**src/rtl/oven_timer_ctrl.sv**
```systemverilog
// Microwave oven countdown controller: BCD keypad entry, cook/pause
// countdown on the 1 Hz tick, and a tick-limited alarm when time runs out.
module oven_timer_ctrl #(
  parameter int ALARM_TICKS = 3
) (
  input  logic       clk,
  input  logic       reset,
  input  logic       tick,
  input  logic [3:0] digit_in,
  input  logic       key,
  input  logic       start,
  input  logic       cancel,
  input  logic       door_open,
  output logic [3:0] min_tens,
  output logic [3:0] min_ones,
  output logic [3:0] sec_tens,
  output logic [3:0] sec_ones,
  output logic       heater_on,
  output logic       alarm,
  output logic [1:0] state
);

  typedef enum logic [1:0] {
    IDLE  = 2'd0,
    COOK  = 2'd1,
    PAUSE = 2'd2,
    DONE  = 2'd3
  } state_t;

  localparam int CW = (ALARM_TICKS < 2) ? 1 : $clog2(ALARM_TICKS + 1);
  localparam logic [CW:0] ALARM_LAST = (CW + 1)'(ALARM_TICKS);

  state_t        st;
  logic          key_q;
  logic [CW-1:0] acnt;
  logic          key_edge;
  logic          digit_ok;
  logic          time_zero;
  logic          time_one;
  logic          alarm_end;

  assign key_edge  = key & ~key_q;
  assign digit_ok  = (digit_in <= 4'd9);
  assign time_zero = ({min_tens, min_ones, sec_tens, sec_ones} == 16'h0000);
  assign time_one  = ({min_tens, min_ones, sec_tens, sec_ones} == 16'h0001);
  assign alarm_end = (({1'b0, acnt} + 1'b1) == ALARM_LAST);

  assign state     = st;
  assign heater_on = (st == COOK);
  assign alarm     = (st == DONE);

  always_ff @(posedge clk or posedge reset) begin
    if (reset) begin
      st       <= IDLE;
      key_q    <= 1'b0;
      acnt     <= '0;
      min_tens <= 4'd0;
      min_ones <= 4'd0;
      sec_tens <= 4'd0;
      sec_ones <= 4'd0;
    end else begin
      key_q <= key;
      unique case (st)
        IDLE: begin
          if (cancel) begin
            min_tens <= 4'd0;
            min_ones <= 4'd0;
            sec_tens <= 4'd0;
            sec_ones <= 4'd0;
          end else if (start && !door_open && !time_zero) begin
            st <= COOK;
          end else if (key_edge && digit_ok) begin
            min_tens <= min_ones;
            min_ones <= sec_tens;
            sec_tens <= sec_ones;
            sec_ones <= digit_in;
          end
        end
        COOK: begin
          if (cancel) begin
            st       <= IDLE;
            min_tens <= 4'd0;
            min_ones <= 4'd0;
            sec_tens <= 4'd0;
            sec_ones <= 4'd0;
          end else if (door_open) begin
            st <= PAUSE;
          end else if (tick) begin
            if (time_one) begin
              st       <= DONE;
              sec_ones <= 4'd0;
              acnt     <= '0;
            end else if (sec_ones != 4'd0) begin
              sec_ones <= sec_ones - 4'd1;
            end else if (sec_tens != 4'd0) begin
              sec_tens <= sec_tens - 4'd1;
              sec_ones <= 4'd9;
            end else begin
              // seconds exhausted: borrow a minute
              sec_tens <= 4'd5;
              sec_ones <= 4'd9;
              if (min_ones != 4'd0) begin
                min_ones <= min_ones - 4'd1;
              end else begin
                min_ones <= 4'd9;
                min_tens <= min_tens - 4'd1;
              end
            end
          end
        end
        PAUSE: begin
          if (cancel) begin
            st       <= IDLE;
            min_tens <= 4'd0;
            min_ones <= 4'd0;
            sec_tens <= 4'd0;
            sec_ones <= 4'd0;
          end else if (start && !door_open) begin
            st <= COOK;
          end
        end
        DONE: begin
          if (cancel || door_open || key_edge) begin
            st <= IDLE;
          end else if (tick) begin
            if (alarm_end) st <= IDLE;
            else acnt <= acnt + 1'b1;
          end
        end
      endcase
    end
  end

endmodule

```
**config.mk**
```make
export PLATFORM = sky130hd
export DESIGN_NAME = oven_timer_ctrl
export DESIGN_NICKNAME = d
export VERILOG_FILES = /design/src/rtl/oven_timer_ctrl.sv
export SDC_FILE = /design/constraint.sdc
export NUM_CORES = 1
export LEC_CHECK = 0
export CAP_MARGIN = 30
export CORE_UTILIZATION = 45
export CTS_BUF_LIST = sky130_fd_sc_hd__clkbuf_16
export DETAILED_ROUTE_END_ITERATION = 6
export DONT_BUFFER_PORTS = 1
export RECOVER_POWER = 50
export SYNTH_ARGS = -nofsm -noshare
export SYNTH_HDL_FRONTEND = slang
export SYNTH_SLANG_ARGS = --single-unit
```
**constraint.sdc**
```tcl
create_clock -name clk -period 2.7 [get_ports clk]
set_clock_uncertainty 0.15 [all_clocks]
set_input_delay 0.135 -clock clk [delete_from_list [all_inputs] [get_ports clk]]
set_output_delay 0.135 -clock clk [all_outputs]
set_load 0.1 [all_outputs]
```
==> results of run 1 <==
-- per-layer routing --
| layer | up-vias | wire length, µm | part of all wire, % |
|---|---|---|---|
| met5 | - | 0 | 0 |
| met2 | 39 | 1790 | 46 |
| met3 | 8 | 172 | 4.4 |
| met4 | 0 | 58 | 1.5 |
| met1 | 672 | 1860 | 48 |
| li1 | 703 | - | - |
-- logic make-up after synthesis --
group / share of synthesized area [%]
mux: 9.13
flops: 32.5
xor+xnor: 1.08
fa+ha+maj: 7.74
compound gates: 20.7
buf+inv: 5.73
simple gates: 23.1
-- stage by stage --
stage / setup WS [ns] / std cells / cell area (µm²)
global placement: 0.268 / 239 / 1840
finish: 0.215 / 250 / 1930
CTS: 0.226 / 250 / 1980
floorplan: 0.0637 / 176 / 1640
detailed placement: 0.245 / 239 / 1840
global route: 0.0828 / 250 / 1930
-- state kept, by name, summed over array words and instances, names as in the netlist --
register,count
acnt,2
key_q,1
min_ones,4
min_tens,4
sec_ones,4
sec_tens,4
state,2
-- worst max path at each step --
stage,end,cells after the start,slack [ns],startpoint
after floorplan,min_ones[3],7,0.06,min_tens[0]
after global placement,min_ones[2],7,0.27,sec_ones[0]
after detailed placement,min_ones[2],7,0.25,sec_ones[0]
after CTS,min_ones[2],7,0.23,sec_ones[0]
after global routing,min_ones[2],7,0.08,sec_ones[0]
final,sec_ones[3],4,0.22,sec_ones[2]
-- cells in the final DEF, fill, tap and decap left out, types with 6 or more instances in the layout --
cell | netlist | routed
a21oi_1 | 17 | 17
buf_4 | 0 | 7
clkbuf_1 | 2 | 15
dfrtp_1 | 21 | 13
dfrtp_2 | 0 | 8
dlygate4sd3_1 | 0 | 7
ha_1 | 10 | 8
inv_1 | 17 | 18
mux2i_1 | 8 | 8
nand2_1 | 11 | 11
nor2_1 | 14 | 14
o21ai_0 | 6 | 6
o21ai_1 | 7 | 7
o31ai_1 | 6 | 6
-- area by class of cell --
| type | instances | area, µm² | area share (%) |
|---|---|---|---|
| well taps | 46 | 57.6 | 2.99 |
| clock buffers | 3 | 75.1 | 3.89 |
| flip-flops and latches | 21 | 536 | 27.8 |
| multi-input cells | 133 | 1010 | 52.6 |
| repair buffers | 29 | 179 | 9.28 |
| inverters | 17 | 63.8 | 3.31 |
| clock inverters | 1 | 3.75 | 0.195 |
-- critical path: cells and delay by family, from the launching register on --
kind | cells | cell delay, ns
AO/OA/AOI/OAI | 2 | 0.48
buffers and inverters | 1 | 1.01
flip-flops | 1 | 0.46
multiplexers | 1 | 0.26
-- what timing repair did --
| action | in CTS | in global routing |
|---|---|---|
| endpoints found under the hold margin | 28 | 0 |
| buffers inserted | 0 | 0 |
| hold buffers | 7 | 0 |
| setup endpoints to repair | 0 | 0 |
==> flow_summary.yaml, run 1 <==
outcome:
  status: "finished, final reports clean"
synthesis:
  synth.distinct_cells: 42
  synth_top_area_cell: "dfrtp_1"
  synth_top_area_share_pct: 32.5
  synth_edf_count: 0
  yosysMostFrequentCell: "dfrtp_1"
  ys_top_cells_by_count: "dfrtp_1 (21), a21oi_1 (17), inv_1 (17), nor2_1 (14), nand2_1 (11)"
  synth_seq_area_share_pct: 32.5
  syn-num-nets: 197
  ys_seq_elements: 21
  synthCells: 176
  async_flop_share_pct: 100
  ys_warn_count: 0
  yosys-top-cells-area: "dfrtp_1 (33%), ha_1 (7.7%), a21oi_1 (5.3%)"
  syn_avg_cell_area_um2: 9.18
  synth_ff_type: "dfrtp_1"
  syn_area_um2: 1620
global_route:
  overflow: 0
  grt_pass1_wl_um: 6110
  use_met3_pct: 3.93
  grt_pass1_vias: 1305
  groute.usage.overall_pct: 21.7
  use_met1_pct: 30.2
  top_usage_layer: "met2"
  grt_max_degree: 22
  met2_usage_pct: 33.8
  antenna_found_initial: 0
timing:
  holdWs_ns: 0.0200
  tightest_slew_ns: 1.34
  period_needed_ns: 2.48
  fin_crit_sh_pct: 92.0
  setup_viol: 0
  rsz0062_at_grt: "no"
  setup_tns_ns: 0
  hold_violations: 0
  final_max_slew_viol_count: 0
  fmax_mhz: 402
  slew_headroom_pct: 10.4
worst_setup_path:
  worstReg2RegEnd: "sec_ones[3]"
  crit_fanout: 5
  required_ns: 2.68
  crit_type: "flip-flop to flip-flop"
  critPathMaxStageDelay_ns: 1.01
  r2r_start: "sec_ones[2]"
  ff2ff_setup_slack_ns: 0.22
  worstPathArrival_ns: 2.47
  cp_slowest_cell: "clkbuf_1"
  cp-start-kind: "flip-flop"
  worstRegToRegCells: 4
  worstSetupEndpointType: "flip-flop"
  crit_chain: "clkbuf_1 -> o31ai_1 -> a22o_1 -> mux2_2"
routing:
  wire_per_inst_um: 15.6
  vias: 1422
  drc_errors: 0
  vias_per_cell: 5.69
  wl_um: 3890
  ant_nets: 0
  drt_iter0_drc: 130
  first_pass_iters: 4
placement:
  portBuffers: 0
  gp_congestion: 0.871
  dp_hpwl_um: 2990
final_layout:
  fin_util_pct: 56.9
  nFillCells: 312
  n_antenna_cell: 0
  syn_to_final_growth_pct: 19.3
  drive_above_1_share_pct: 15.2
  fin_nets: 226
floorplanning:
  placementRows: 21
  start_util_pct: 47.7
  dieArea_um2: 3840
  die_y_um: 61.9
  fp.dieW_um: 61.9
  ioPinCount: 31
  core_um2: 3390
flow_run:
  drv_cap: 0
clock_network:
  clk_latency_ns: 0.25
  cts_made_buffers: 3
  clkTransAtPathRegs_ns: 0.06
  max-clock-path-buffers: 2
  cts_repair_resize_count: 0
  htreeDepth: 1
  clock_sinks: 21
  cts-root-buf: "clkbuf_16"
  cts_tree: "yes"
hold_path:
  hold_depth: 2
  hp-class: "primary input to flip-flop"
  hold_start: "digit_in[3]"
  hold_end: "sec_ones[3]"
Power of run 1 is not shown: default switching activity piles up to over one toggle a cycle in this logic, so the estimate is an artifact.
==> inputs of run 2 (changes only) <==
--- a/config.mk
+++ b/config.mk
@@ -6,10 +6,11 @@
 export NUM_CORES = 1
 export LEC_CHECK = 0
 export CAP_MARGIN = 30
-export CORE_UTILIZATION = 45
+export CORE_UTILIZATION = 54
 export CTS_BUF_LIST = sky130_fd_sc_hd__clkbuf_16
 export DETAILED_ROUTE_END_ITERATION = 6
 export DONT_BUFFER_PORTS = 1
+export PLACE_DENSITY = 0.69
 export RECOVER_POWER = 50
 export SYNTH_ARGS = -nofsm -noshare
 export SYNTH_HDL_FRONTEND = slang
==> constraint.sdc (replaced) <==
create_clock -name clk -period 2.8 [get_ports clk]
set_clock_uncertainty 0.15 [all_clocks]
set_input_delay 0.14 -clock clk [delete_from_list [all_inputs] [get_ports clk]]
set_output_delay 0.14 -clock clk [all_outputs]
set_load 0.1 [all_outputs]
==> flow_summary.yaml, run 2 (synthesis results as in run 1) <==
timing:
  fin_crit_sh_pct: 92.4
  setup_viol: 0
  tightest_slew_ns: 1.39
  rsz0062_at_grt: "no"
  period_needed_ns: 2.59
  setup_tns_ns: 0
  slew_headroom_pct: 7.27
  hold_violations: 0
  fmax_mhz: 387
  final_max_slew_viol_count: 0
placement:
  gp_congestion: 0.871
  portBuffers: 0
  dp_cells: 224
  dp_hpwl_um: 2900
final_layout:
  nFillCells: 215
  multi_input_area_um2: 1010
  drive_above_1_share_pct: 14.2
  fin_util_pct: 68.2
  fin_cells: 235
  fin_nets: 226
  mostFrequentLayoutCells: "dfrtp_1 (19), inv_1 (17), a21oi_1 (17)"
  syn_to_final_growth_pct: 18.4
  n_antenna_cell: 0
  ff_latch_area_um2: 528
  final_common_cell: "dfrtp_1"
routing:
  wire_per_inst_um: 16.5
  drt_iter0_drc: 54
  vias_per_cell: 6.25
  vias: 1468
  ant_nets: 0
  first_pass_iters: 6
  wl_um: 3880
  drc_errors: 3
clock_network:
  clkTransAtPathRegs_ns: 0.06
  htreeDepth: 1
  post_cts_buffers: 0
  cts_tree: "yes"
  cts_made_buffers: 3
  clock_sinks: 21
  clk_latency_ns: 0.25
  max-clock-path-buffers: 2
  cts-root-buf: "clkbuf_16"
worst_setup_path:
  cp-start-kind: "flip-flop"
  crit_fanout: 4
  path_delay_family: "buffers and inverters"
  worstSetupEndpointType: "flip-flop"
  cp_num_buf_inv: 1
  cp_slowest_cell: "clkbuf_1"
  worstPathArrival_ns: 2.57
  critPathMaxStageDelay_ns: 1.02
  required_ns: 2.78
  crit_type: "flip-flop to flip-flop"
  crit_chain: "clkbuf_1 -> or3_1 -> nor3_1 -> a21oi_1 -> o21ai_0 -> mux2_1"
global_route:
  overflow: 0
  groute.usage.overall_pct: 26.4
  grt_pass1_vias: 1461
  antenna_found_initial: 0
  grt_max_degree: 22
  grt_pass1_wl_um: 6600
floorplanning:
  start_util_pct: 57.6
  ioPinCount: 31
  fp.dieW_um: 56.7
  core_um2: 2810
  placementRows: 19
  die_y_um: 56.7
  dieArea_um2: 3220
flow_run:
  drv_cap: 0
outcome:
  violations: "design-rule violations"
  status: "finished with violations"
hold_path:
  hp-class: "primary input to flip-flop"
-- run 2: cell count changes in the layout (fill, tap and decap cells not counted) --
cell      previous run  this run
buf_4                7        10
dfrtp_2              8         2
inv_1               18        17
clkbuf_1            15        12
clkinv_2             0         1
dfrtp_1             13        19
-- run 2: metrics by stage --
stage	hold WS (ns)	area [µm²]	worst slack, ns
finish	0.0157	1910	0.214
global placement	0.0215	1810	0.426
global route	0.0390	1910	0.155
detailed placement	0.0215	1810	0.398
CTS	0.0139	1960	0.373
floorplan	-0.0336	1630	0.0261
-- run 2: per-layer routing --
metal,track usage [%],routed length (µm),vias up,share of wire [%]
met2,44.4,1940,55,50
met1,36.2,1690,707,44
met5,0,0,-,0
met4,7.86,31,0,0.80
li1,-,-,702,-
met3,2.07,211,4,5.4
-- run 2: path summary, 6_finish.rpt --
| path | slack (ns) | end | cells after the start | startpoint |
|---|---|---|---|---|
| worst max-delay path | 0.21 | sec_tens[3] | 6 | sec_tens[0] |
| worst min-delay path | 0.02 | sec_ones[3] | 2 | digit_in[3] |
| worst max register to register | 0.21 | sec_tens[3] | 6 | sec_tens[0] |
| worst min register to register | 0.38 | acnt[1] | 1 | acnt[1] |
| max in group asynchronous | 1.61 | state[0] | 2 | reset |
| min in group asynchronous | 0.34 | min_tens[0] | 2 | reset |
-- run 2: area by class of cell --
cell class / instances / share of cell area, %
sequential: 21 / 27.6
tap: 31 / 2.03
clock buffer: 3 / 3.92
multi-input combinational: 133 / 52.9
timing repair buffer: 29 / 9.93
inverter: 17 / 3.33
clock inverter: 1 / 0.261
-- run 2: timing repair --
action,4_1_cts,5_1_grt
hold buffers,7,0
hold endpoints to repair,28,0
resized for setup,0,0
-- run 2: worst reg2reg max path, stage by stage, from the launching register on --
cell and delay [ns]:
dfrtp_1 0.34, clkbuf_1 1.02, or3_1 0.29, nor3_1 0.07, a21oi_1 0.17, o21ai_0 0.10
mux2_1 0.32
Power of run 2 is left out for the same reason.
